--- src/rtl/param_seq_detector.sv ---
// param_seq_detector
//   Serial pattern detector with guard-pattern isolation and lockout.
//   The last SEQ_LEN valid bits are held in a shift history (MSB = oldest).
//   A full-window match against PATTERN raises a one-cycle registered pulse.
//   The low four bits of the history are also watched for two guard patterns:
//     ISO_PAT  -> ISOLATED: detection is suspended until clr.
//     LOCK_PAT -> LOCKED:   absorbing state; only reset exits it.
//
// Optional feature:
//   SEQ_DET_MATCH_CNT_EN - when defined, match_count is a saturating count of
//                          out pulses. When undefined, match_count is tied to 0.
//
// Ports
//   clk         rising-edge clock
//   rst         asynchronous active-low reset
//   in          serial data bit
//   in_valid    in is sampled only when high
//   clr         leaves ISOLATED and flushes the history (ignored in LOCKED)
//   out         registered one-cycle match pulse
//   isolated    high while in ISOLATED
//   locked      high while in LOCKED
//   match_count saturating match counter (0 when the counter is compiled out)
module param_seq_detector #(
    parameter int                 SEQ_LEN  = 12,
    parameter logic [SEQ_LEN-1:0] PATTERN  = 12'b000010010100,
    parameter logic [3:0]         ISO_PAT  = 4'b0110,
    parameter logic [3:0]         LOCK_PAT = 4'b0111,
    parameter int                 CNT_W    = 8
) (
    input  logic             clk,
    input  logic             rst,
    input  logic             in,
    input  logic             in_valid,
    input  logic             clr,
    output logic             out,
    output logic             isolated,
    output logic             locked,
    output logic [CNT_W-1:0] match_count
);

    localparam int FILL_W = $clog2(SEQ_LEN + 1);
    localparam logic [FILL_W-1:0] FILL_FULL = FILL_W'(SEQ_LEN);
    localparam logic [FILL_W-1:0] FILL_GUARD = FILL_W'(4);

    typedef enum logic [1:0] {
        DETECT   = 2'd0,
        ISOLATED = 2'd1,
        LOCKED   = 2'd2
    } state_t;

    state_t             state, state_nx;
    logic [SEQ_LEN-1:0] hist, hist_nx, new_hist;
    logic [FILL_W-1:0]  fill, fill_nx, new_fill;
    logic               match_nx;
    logic               guard_ok;

    always_ff @(posedge clk or negedge rst) begin
        if (!rst) begin
            state <= DETECT;
            hist  <= '0;
            fill  <= '0;
            out   <= 1'b0;
        end else begin
            state <= state_nx;
            hist  <= hist_nx;
            fill  <= fill_nx;
            out   <= match_nx;
        end
    end

    // All pattern checks look at the history as it will be after this edge,
    // so a match is reported on the same edge that shifts in its last bit.
    always_comb begin
        new_hist = {hist[SEQ_LEN-2:0], in};
        new_fill = (fill == FILL_FULL) ? fill : fill + 1'b1;
        guard_ok = (new_fill >= FILL_GUARD);

        state_nx = state;
        hist_nx  = hist;
        fill_nx  = fill;
        match_nx = 1'b0;

        case (state)
            DETECT: begin
                // clr flushes the window; the bit sampled with it is dropped.
                if (clr) begin
                    hist_nx = '0;
                    fill_nx = '0;
                end else if (in_valid) begin
                    hist_nx = new_hist;
                    fill_nx = new_fill;
                    // Lockout beats isolation beats a main match on one edge.
                    if (guard_ok && new_hist[3:0] == LOCK_PAT)
                        state_nx = LOCKED;
                    else if (guard_ok && new_hist[3:0] == ISO_PAT)
                        state_nx = ISOLATED;
                    else if (new_fill == FILL_FULL && new_hist == PATTERN)
                        match_nx = 1'b1;
                end
            end
            ISOLATED: begin
                // Keep shifting so a lockout pattern is still caught here.
                if (clr) begin
                    state_nx = DETECT;
                    hist_nx  = '0;
                    fill_nx  = '0;
                end else if (in_valid) begin
                    hist_nx = new_hist;
                    fill_nx = new_fill;
                    if (guard_ok && new_hist[3:0] == LOCK_PAT)
                        state_nx = LOCKED;
                end
            end
            LOCKED: begin
                // Absorbing: history frozen, clr ignored.
            end
            default: begin
                state_nx = DETECT;
                hist_nx  = '0;
                fill_nx  = '0;
            end
        endcase
    end

    assign isolated = (state == ISOLATED);
    assign locked   = (state == LOCKED);

`ifdef SEQ_DET_MATCH_CNT_EN
    logic [CNT_W-1:0] cnt;

    // Counts on the edge that raises out, so it is current while out is high.
    always_ff @(posedge clk or negedge rst) begin
        if (!rst)
            cnt <= '0;
        else if (match_nx && cnt != {CNT_W{1'b1}})
            cnt <= cnt + 1'b1;
    end

    assign match_count = cnt;
`else
    assign match_count = '0;
`endif

endmodule

--- config.mk ---
export PLATFORM = sky130hd
export DESIGN_NAME = param_seq_detector
export DESIGN_NICKNAME = d
export VERILOG_FILES = /design/src/rtl/param_seq_detector.sv
export SDC_FILE = /design/constraint.sdc
export NUM_CORES = 1
export LEC_CHECK = 0
export CAP_MARGIN = 20
export CORE_ASPECT_RATIO = 1.5
export CORE_MARGIN = 3
export CORE_UTILIZATION = 45
export DETAILED_ROUTE_END_ITERATION = 10
export GPL_ROUTABILITY_DRIVEN = 1
export GPL_TIMING_DRIVEN = 1
export PLACE_DENSITY = 0.69
export SLEW_MARGIN = 0
export SYNTH_ARGS = -nofsm -noshare
export SYNTH_HDL_FRONTEND = slang
export SYNTH_SLANG_ARGS = --single-unit
--- constraint.sdc ---
create_clock -name clk -period 3.35 [get_ports clk]
set_input_delay 0.67 -clock clk [delete_from_list [all_inputs] [get_ports clk]]
set_output_delay 0.67 -clock clk [all_outputs]
set_load 0.01 [all_outputs]
# After elaboration in Yosys (flattened, before gate mapping)
# Cells that the tools add are included.
[word_totals] register_bits=18 output_inout_bits=11
[op_classes] addsub=1 eq_ne=13 bitwise_logic=1 n_reduce_logical=7 magnitude_cmp=1 n_mux=21
[op_table] cell="$mux 11" n=2
[op_table] cell="$pmux 11 s2" n=1
[op_table] cell="$mux 2" n=7
[op_table] cell="$eq 12x8->1 const B" n=1
[op_table] cell="$mux 4" n=3
[op_table] cell="$eq 4x3->1 const B" n=2
[op_table] cell="$eq 4x4->1 const B" n=2
[op_table] cell="$pmux 4 s2" n=1
[op_table] cell="$mux 1" n=6
[op_table] cell="$ne 3x3->1 const B" n=2
[op_table] cell="$pmux 2 s3" n=1
[op_table] cell="$reduce_and 6->1" n=1
[op_table] cell="$add 4x1->4 const B" n=1
[op_table] cell="$ge 4x3->1 const B" n=1
[op_table] cell="$ne 2x2->1 const B" n=2
[op_table] cell="$logic_and 1x1->1" n=3
[op_table] cell="$ne 3x1->1 const B" n=1
[op_table] cell="$ne 3x2->1 const B" n=1
[op_table] cell="$eq 2x1->1 const B" n=1
[op_table] cell="$eq 2x2->1 const B" n=1
[op_table] cell="$logic_not 2->1" n=1
[op_table] cell="$reduce_and 2->1" n=1
[op_table] cell="$reduce_or 2->1" n=1
[op_table] cell="$not 1->1" n=1

# Logic depth before layout (Yosys ltp)
# Gate-level depths: netlist of run 1.
[depth] ltp_word=10 mapped_depth=6 depth_no_buf=6

# Least setup slack after synthesis of run 1
# No wires, ideal clock.
[synth_timing] path_type="input to register" startpoint="input port clr" endpoint="register hist[10]" path_stages=5 path_buffers=2 setup_ps=121 path_slack_ps=1916 t_arrival_ps=1314 cell_sequence="nor2_1 > and2_1 > buf_6 > buf_6 > a22o_1"
[synth_between] elab_chain_cells=2 elab_cells_between_ends=4 classes_between="eq/ne (1); mux (2); reduce/logical (1)"
[synth_rtl] item="start, declared" line="34" rtl="input logic clr,"
[synth_rtl] item="$mux 11 or $ne 3x1->1 (tied branches)"
[synth_rtl] item="$pmux 11 s2 or $reduce_and 2->1 (tied branches)"
[synth_rtl] item="end signal, assigned" line="65" rtl="hist <= hist_nx;"
[synth_rtl] item="end, declared" line="52" rtl="logic [SEQ_LEN-1:0] hist, hist_nx, new_hist;"
# Parallel ways exist; a longest one is shown, timed or not.
# A chain may end at the register's enable or synchronous reset.

# Worst setup path in the final report of run 1
[layout_timing] startpoint="register state[0]" endpoint="output port locked"
[layout_between] elab_chain_cells=1
[layout_rtl] item="start, declared" line="51" rtl="state_t state, state_nx;"
[layout_rtl] item="start signal, assigned" line="64" rtl="state <= state_nx;"
[layout_rtl] item="$eq 2x2->1" line="126" rtl="assign locked = (state == LOCKED);"
[layout_rtl] item="end, declared" line="37" rtl="output logic locked,"
# No other way between the ends.

==> results of run 1 <==
report_power, final:
| group | switching (W) | internal (W) | total (W) |
|---|---|---|---|
| clock | 0.0000678 | 0.0000663 | 0.000134 |
| combinational | 0.0000105 | 0.00000484 | 0.0000153 |
| sequential | 0.000000466 | 0.000218 | 0.000218 |
| total | 0.0000787 | 0.000289 | 0.000367 |
sequential cells by signal, summed over array words and instances (netlist names):
signal,flops
out,1
fill,4
state,2
hist,11
worst paths after layout:
| check | from | endpoint | slack, ps | depth (start not counted) |
|---|---|---|---|---|
| worst max-delay path | state[0]$_DFFE_PN0P_ | locked | 1180 | 3 |
| worst min-delay path | hist[10]$_DFFE_PN0P_ | hist[10]$_DFFE_PN0P_ | 520 | 1 |
| worst max register to register | state[1]$_DFFE_PN0P_ | out$_DFF_PN0_ | 1660 | 4 |
| worst min register to register | hist[10]$_DFFE_PN0P_ | hist[10]$_DFFE_PN0P_ | 520 | 1 |
| max in group asynchronous | rst | hist[7]$_DFFE_PN0P_ | 2020 | 1 |
| min in group asynchronous | rst | hist[2]$_DFFE_PN0P_ | 830 | 1 |
area by class of cell:
cell class	count	area (sq um)	share of cell area
inverters	5	18.8	0.0184
multi-input cells	66	418	0.410
flip-flops and latches	18	450	0.442
clock buffers	4	36.3	0.0356
well taps	21	26.3	0.0258
repair buffers	7	70.1	0.0687
stage by stage:
step | worst slack, ps | power, W | hold slack [ps]
2_1_floorplan | 1920 | 0.000234 | 374
3_3_place_gp | 1060 | 0.000237 | 496
3_5_place_dp | 1020 | 0.000237 | 503
4_1_cts | 1160 | 0.000370 | 527
5_1_grt | 1070 | 0.000383 | 562
6_report | 1180 | 0.000367 | 517
cells in the mapped netlist, drive strengths merged:
cell type  instances
o21ai              4
o31ai              3
nand2b             1
o21bai             1
buf               12
or3                1
dfrtp             18
and2               2
conb               1
o22ai              1
inv                5
o311ai             1
nor2b              1
nand4              2
xnor2              1
nor2               4
and3b              1
nand3              2
a41oi              1
nor3               3
a21oi              4
nor4               1
nor4bb             1
mux2i              1
a22o              10
ha                 2
a32oi              1
nand2              9
cell families (layout without fill, tap and decap cells):
logic type,count (synthesis),in the layout,share of synthesized area
xor+xnor,1,1,0.00919
other cells,1,8,0.00393
compound gates,26,26,0.205
mux,1,1,0.0105
flops,18,18,0.472
fa+ha+maj,2,2,0.0262
buf+inv,17,16,0.117
simple gates,28,28,0.156
routing by layer:
metal / vias to the layer above / part of all wire / track usage
li1: 335 / - / -
met1: 329 / 0.44 / 0.162
met2: 19 / 0.50 / 0.234
met3: 6 / 0.033 / 0.0375
met4: 0 / 0.021 / 0.102
met5: - / 0 / 0
cells in the final DEF (no fill, tap or decap), types with 2 or more instances in the layout:
master	synthesis	layout
and2_1	2	2
o31ai_1	2	2
nor2_1	4	4
conb_1	1	8
clkbuf_4	0	3
a22o_1	10	10
nand2_1	9	9
clkdlybuf4s50_1	0	7
dfrtp_1	18	18
nand3_1	2	2
ha_1	2	2
o21ai_0	4	4
inv_1	5	5
a21oi_1	4	4
nor3_1	3	3
==> impl_metrics.toml, run 1 <==
[die]
die_w_microns = 43.6
rows = 19
core_area_sq_um = 1930
die_y_microns = 62.4
die-area_sq_um = 2720
start_util = 0.495
io_pins = 16

[route]
wl_per_cell_microns = 14.8
vias = 689
drtIter0Drc = 10
drc = 0
ant_nets = 0
wl_mm = 1.79
drt-vias-per-instance = 5.69
dr.pass1.iters = 4

[place]
placed_cells = 117
place_area_sq_um = 983
io_buffers = 7
dpl.hpwl_mm = 1.23
gp_congestion = 0.835

[timing]
setup_viol = 0
fmax_ghz = 0.461
max-slew-margin-rel = 0.406
min_period_over_period = 0.648
fin_crit_ps = 2170
fin_worst_skew_ps = 6.06
worstMarginPinSlew_ps = 885
final.setup.tns_ps = 0
drv_slew = 0
hold_violations = 0
rsz0062_at_grt = "no"

[critical_path]
cp.arrival_ps = 1500
path_buf_inv = 2
path_cells = "nand2b_1, inv_1, clkdlybuf4s50_1"
startpoint_type = "flop"
critPathRequiredTime_ps = 2680
cp_max_fo = 4
worst-setup-path-type = "reg -> out"
crit_family = "buffers and inverters"
cp_slowest_cell = "clkdlybuf4s50_1"
crit_path_end_kind = "output port"
slowest_delay_ps = 520

[cells_and_area]
num_antenna_cells = 0
fill_cells = 173
final_area_sq_um = 1020
postLayoutCoreUtil = 0.530
layout.cells.non_filler = 121
area_delta_synth_final_pct = 6.96
fin_nets = 108
drive_gt1_frac = 0.0600

[clock_tree]
h-tree-depth = 1
cts_hold_buf = 0
cts_tree = "built"
path_clk_slew_ps = 100
clk_latency_ps = 300
cts_max_path_buffers = 2
cts_made_buffers = 3
cts_resized = 0
postCtsSetupRepairBufs = 0
cts-root-buf = "clkbuf_4"
numClockSinks = 18

[outcome]
status = "finished clean"

[synth]
ys_seq_elements = 18
synth.area.top_cells = "dfrtp_1 (47%), a22o_1 (9.2%), buf_4 (6.3%)"
synth_top_area_share = 0.472
synth_cells = 94
ys_warn_count = 0
synth_area_sq_um = 953
yosysUniqueCellTypes = 32
ys_seq_area_frac = 0.472
avgSynthCellArea_sq_um = 10.1
synth_area_leader_cell = "dfrtp_1"

[global_route]
antenna_found_initial = 0
gr-total-overflow = 0
gr-usage-all-layers = 0.146
grt_pass1_vias = 717
grt_pass1_wl_mm = 3.01
grt_start_max_net_pins = 19

[worst_hold_path]
worstHoldPathType = "reg -> reg"

[job]
cap_violations = 0

[power_and_ir_drop]
p_leak_nw = 0.483
powerDensity_nw_per_um2 = 360
ir_drop_mv = 0.241
(Power assumes the default switching activity.)
==> inputs of run 2 (changes only) <==
PLACE_DENSITY = 0.72   (was 0.69)
clock period = 1.7 ns   (was 3.35 ns; I/O delays follow)
==> run 2 against run 1 <==
  * Flip-flop and latch count unchanged
  * Wire length rose by 2.3%
  * Combinational power increased by 110%
  * Register-to-register slack got worse by 1500 ps
  * Global-route usage grew 0.91 points
  * Highest routed layer unchanged
  * Core utilization grew 2.7 points
  * Hold slack worse by 130 ps
==> impl_metrics.toml, run 2 (same netlist as run 1, synthesis figures left out) <==
[job]
cap_violations = 0

[worst_hold_path]
worstHoldPathType = "in -> async"

[die]
rows = 19
die-area_sq_um = 2720
die_y_microns = 62.4
die_w_microns = 43.6
core_area_sq_um = 1930
start_util = 0.495
io_pins = 16

[clock_tree]
cts_tree = "built"
cts_made_buffers = 3
numClockSinks = 18
clk_latency_ps = 280
cts-root-buf = "clkbuf_4"
h-tree-depth = 1
cts_max_path_buffers = 2
path_clk_slew_ps = 90

[critical_path]
cp_max_fo = 3
worst-setup-path-type = "reg -> out"
startpoint_type = "flop"
crit_path_end_kind = "output port"
critPathRequiredTime_ps = 1360
cp.arrival_ps = 1220

[timing]
hold_violations = 0
drv_slew = 0
hold_ws_ps = 384
fin_worst_skew_ps = 0.647
rsz0062_at_grt = "no"
setup_viol = 0
fin_crit_ps = 1560
min_period_over_period = 0.915
fmax_ghz = 0.643
final.setup.tns_ps = 0

[cells_and_area]
multi_input_area_sq_um = 418
postLayoutCoreUtil = 0.557
final_area_sq_um = 1070
area_delta_synth_final_pct = 12.5
drive_gt1_frac = 0.139
seqCellArea_sq_um = 452
top_regs = "hist: 11 flops, fill: 4 flops, state: 2 flops"
fin_nets = 117
layout_common_cells = "dfrtp_1 (17), a22o_1 (10), nand2_1 (9), buf_4 (9), conb_1 (8)"
fill_cells = 180
num_antenna_cells = 0
largest_register_ffs = 11
final_common_cell = "dfrtp_1"
largest_register = "hist"

[global_route]
grt_start_max_net_pins = 19
grt_pass1_wl_mm = 3.32
gr-usage-all-layers = 0.155
gr-total-overflow = 0
antenna_found_initial = 0
grt_pass1_vias = 740

[place]
dpl.hpwl_mm = 1.40
io_buffers = 7
place_area_sq_um = 1040
gp_congestion = 0.856

[route]
ant_nets = 0
vias = 716
dr.pass1.iters = 4
drc = 0
wl_mm = 1.83
drtIter0Drc = 15
drt-vias-per-instance = 5.55
wl_per_cell_microns = 14.2

[power_and_ir_drop]
total_power_w = 0.000663
p_leak_nw = 0.523
ir_drop_mv = 0.412
powerDensity_nw_per_um2 = 619

[outcome]
status = "finished clean"
run 2: metal layers:
| layer | global-route usage | routed length (microns) |
|---|---|---|
| met3 | 0.0173 | 44 |
| met5 | 0 | 0 |
| met4 | 0.0604 | 17 |
| met2 | 0.252 | 944 |
| met1 | 0.206 | 828 |
run 2: area by class of cell:
cell class | instances | area share
clock buffer | 3 | 0.0210
inverter | 5 | 0.0175
multi-input combinational | 66 | 0.390
sequential | 18 | 0.421
tap | 21 | 0.0245
timing repair buffer | 16 | 0.126
run 2: final timing paths:
kind	from	endpoint	slack [ps]	cells past startpoint
worst max-delay path	state[0]$_DFFE_PN0P_	isolated	140	3
worst min-delay path	rst	state[0]$_DFFE_PN0P_	380	2
worst max register to register	fill[1]$_DFFE_PN0P_	state[0]$_DFFE_PN0P_	160	5
worst min register to register	hist[10]$_DFFE_PN0P_	hist[10]$_DFFE_PN0P_	510	1
max in group asynchronous	rst	fill[0]$_DFFE_PN0P_	1110	2
min in group clk	hist[10]$_DFFE_PN0P_	hist[10]$_DFFE_PN0P_	510	1
run 2: where the power goes:
| group | leakage [nW] | internal (W) | switching, W |
|---|---|---|---|
| logic | 0.274 | 0.0000111 | 0.0000205 |
| registers | 0.235 | 0.000429 | 0.000000938 |
| clock network | 0.0138 | 0.0000823 | 0.000120 |
run 2: critical path, cell delays in order, from the launching register on:
cell	delay, ps
dfrtp_1	400
buf_4	140
nor2b_1	110
dlygate4sd2_1	280
run 2: stage by stage:
step | setup slack (ps) | instances
3_3_place_gp | 48.3 | 124
2_1_floorplan | 274 | 101
5_1_grt | 2.26 | 129
3_5_place_dp | 25.9 | 124
6_report | 145 | 129
4_1_cts | 99.3 | 129
run 2: repair_timing:
action	4_1_cts	5_1_grt
endpoints found under the setup margin	2	2
resized for setup	2	1
hold buffers	0	0
buffers inserted	2	0
==> inputs of run 3 (changes only) <==
GPL_TIMING_DRIVEN = 0   (was 1)
==> run 3 against run 2 <==
  * Cell area increased by 5.7%
  * Sequential share of layout area shrank 2.3 points
  * Register-to-register slack improved by 20 ps
  * Global-route usage fell by 0.51 points
  * Flip-flop and latch count unchanged
  * Fmax is 1.7% lower
  * Die area is the same
  * Clock power is 33% higher
  * Sequential power about the same
  * Critical path type unchanged
  * Critical endpoint is now locked
  * Highest routed layer unchanged
==> impl_metrics.toml, run 3 (same netlist as run 1, synthesis figures left out) <==
[outcome]
status = "finished clean"

[timing]
max-slew-margin-rel = 0.479
setup_viol = 0
worstMarginPinSlew_ps = 778
layout_setup_ws_ps = 117
min_period_over_period = 0.931
rsz0062_at_grt = "no"
fin_worst_skew_ps = 1.16
fin_crit_ps = 1580
drv_slew = 0
fmax_ghz = 0.632
hold_violations = 0

[cells_and_area]
area_delta_synth_final_pct = 18.9
final_common_cell = "dfrtp_1"
num_antenna_cells = 0
top_regs = "hist: 11 flops, fill: 4 flops, state: 2 flops"
largest_register_ffs = 11
fill_cells = 171
drive_gt1_frac = 0.193
fin_nets = 122
multi_input_area_sq_um = 425
postLayoutCoreUtil = 0.589
largest_register = "hist"
layout_common_cells = "dfrtp_1 (17), a22o_1 (10), buf_4 (10)"
seqCellArea_sq_um = 452

[critical_path]
cp_max_fo = 4
r2r_slack_ps = 180
crit_family = "buffers and inverters"
startpoint_type = "flop"
critPathRequiredTime_ps = 1360
path_buf_inv = 3
path_cells = "buf_4, nand2b_4, inv_1, dlygate4sd2_1"
cp.arrival_ps = 1240
worst-setup-path-type = "reg -> out"
cp_slowest_cell = "dfrtp_1"
crit_path_end_kind = "output port"
slowest_delay_ps = 410

[clock_tree]
cts_max_path_buffers = 2
h-tree-depth = 1
numClockSinks = 18
path_clk_slew_ps = 100
cts-root-buf = "clkbuf_4"
cts_made_buffers = 3
clk_latency_ps = 300
cts_tree = "built"
cts_hold_buf = 0

[route]
drt-met1-wl_microns = 816
ant_nets = 0
vias = 732
highest_layer = "met4"
wl_per_cell_microns = 13.7
dr.pass1.iters = 4
drc = 0
drt-vias-per-instance = 5.42
wl_met3_microns = 77
wl_mm = 1.85
drtIter0Drc = 19
wl_met2_microns = 894

[power_and_ir_drop]
p_leak_nw = 0.560
powerDensity_nw_per_um2 = 654
total_power_w = 0.000742
ir_drop_mv = 0.353

[global_route]
grt_pass1_vias = 692
grt_start_max_net_pins = 19
antenna_found_initial = 0
grt_pass1_wl_mm = 3.10
gr-total-overflow = 0
gr-usage-all-layers = 0.150

[die]
die-area_sq_um = 2720
start_util = 0.495
die_w_microns = 43.6
io_pins = 16
core_area_sq_um = 1930
rows = 19
die_y_microns = 62.4

[place]
post-place-ws_ps = -40.0
dpl.hpwl_mm = 1.33
gp_congestion = 0.860
io_buffers = 7

[worst_hold_path]
worstHoldPathType = "in -> async"

[job]
cap_violations = 0
## run 3: changes by cell type in the layout (fill, tap and decap cells not counted)
cell	delta
clkbuf_8	+1
buf_6	+2
buf_4	+1
buf_2	+2
nand2b_1	-1
nand2b_4	+1
## run 3: path summary, 6_finish.rpt
kind | startpoint | endpoint | cells after the start
worst max-delay path | state[1]$_DFFE_PN0P_ | locked | 4
worst min-delay path | rst | state[0]$_DFFE_PN0P_ | 1
worst max register to register | fill[0]$_DFFE_PN0P_ | state[0]$_DFFE_PN0P_ | 5
worst min register to register | hist[10]$_DFFE_PN0P_ | hist[10]$_DFFE_PN0P_ | 1
max in group asynchronous | rst | fill[0]$_DFFE_PN0P_ | 1
min in group clk | hist[10]$_DFFE_PN0P_ | hist[10]$_DFFE_PN0P_ | 1
## run 3: routing by layer
metal	vias to the layer above	GRT usage
li1	363	-
met1	338	0.178
met2	23	0.224
met3	8	0.0288
met4	0	0.125
met5	-	0
## run 3: power by group
| part | internal, W | leakage (nW) | switching, W | total, W |
|---|---|---|---|---|
| registers | 0.000429 | 0.235 | 0.000000937 | 0.000430 |
| logic | 0.0000214 | 0.304 | 0.0000225 | 0.0000439 |
| clock network | 0.000131 | 0.0210 | 0.000137 | 0.000268 |
## run 3: area by class of cell
class	instances	area share
flip-flops and latches	18	0.398
multi-input cells	66	0.375
plain buffers	12	0.0817
repair buffers	9	0.0728
clock buffers	4	0.0320
well taps	21	0.0232
inverters	5	0.0166
## run 3: through the flow
| stage | hold WS, ps | std cells | setup TNS (ps) | instance area (sq um) |
|---|---|---|---|---|
| after global placement | 485 | 129 | -48.8 | 1080 |
| after global routing | 536 | 135 | 0 | 1130 |
| after detailed placement | 498 | 129 | -46.8 | 1080 |
| final | 486 | 135 | 0 | 1130 |
| after floorplan | 44.4 | 101 | 0 | 980 |
| after CTS | 513 | 135 | 0 | 1120 |
## run 3: what timing repair did
action,CTS,global route
setup buffers,2,0
pin swaps,0,0
resized for setup,2,2
endpoints found under the setup margin,2,2
cloned,0,0
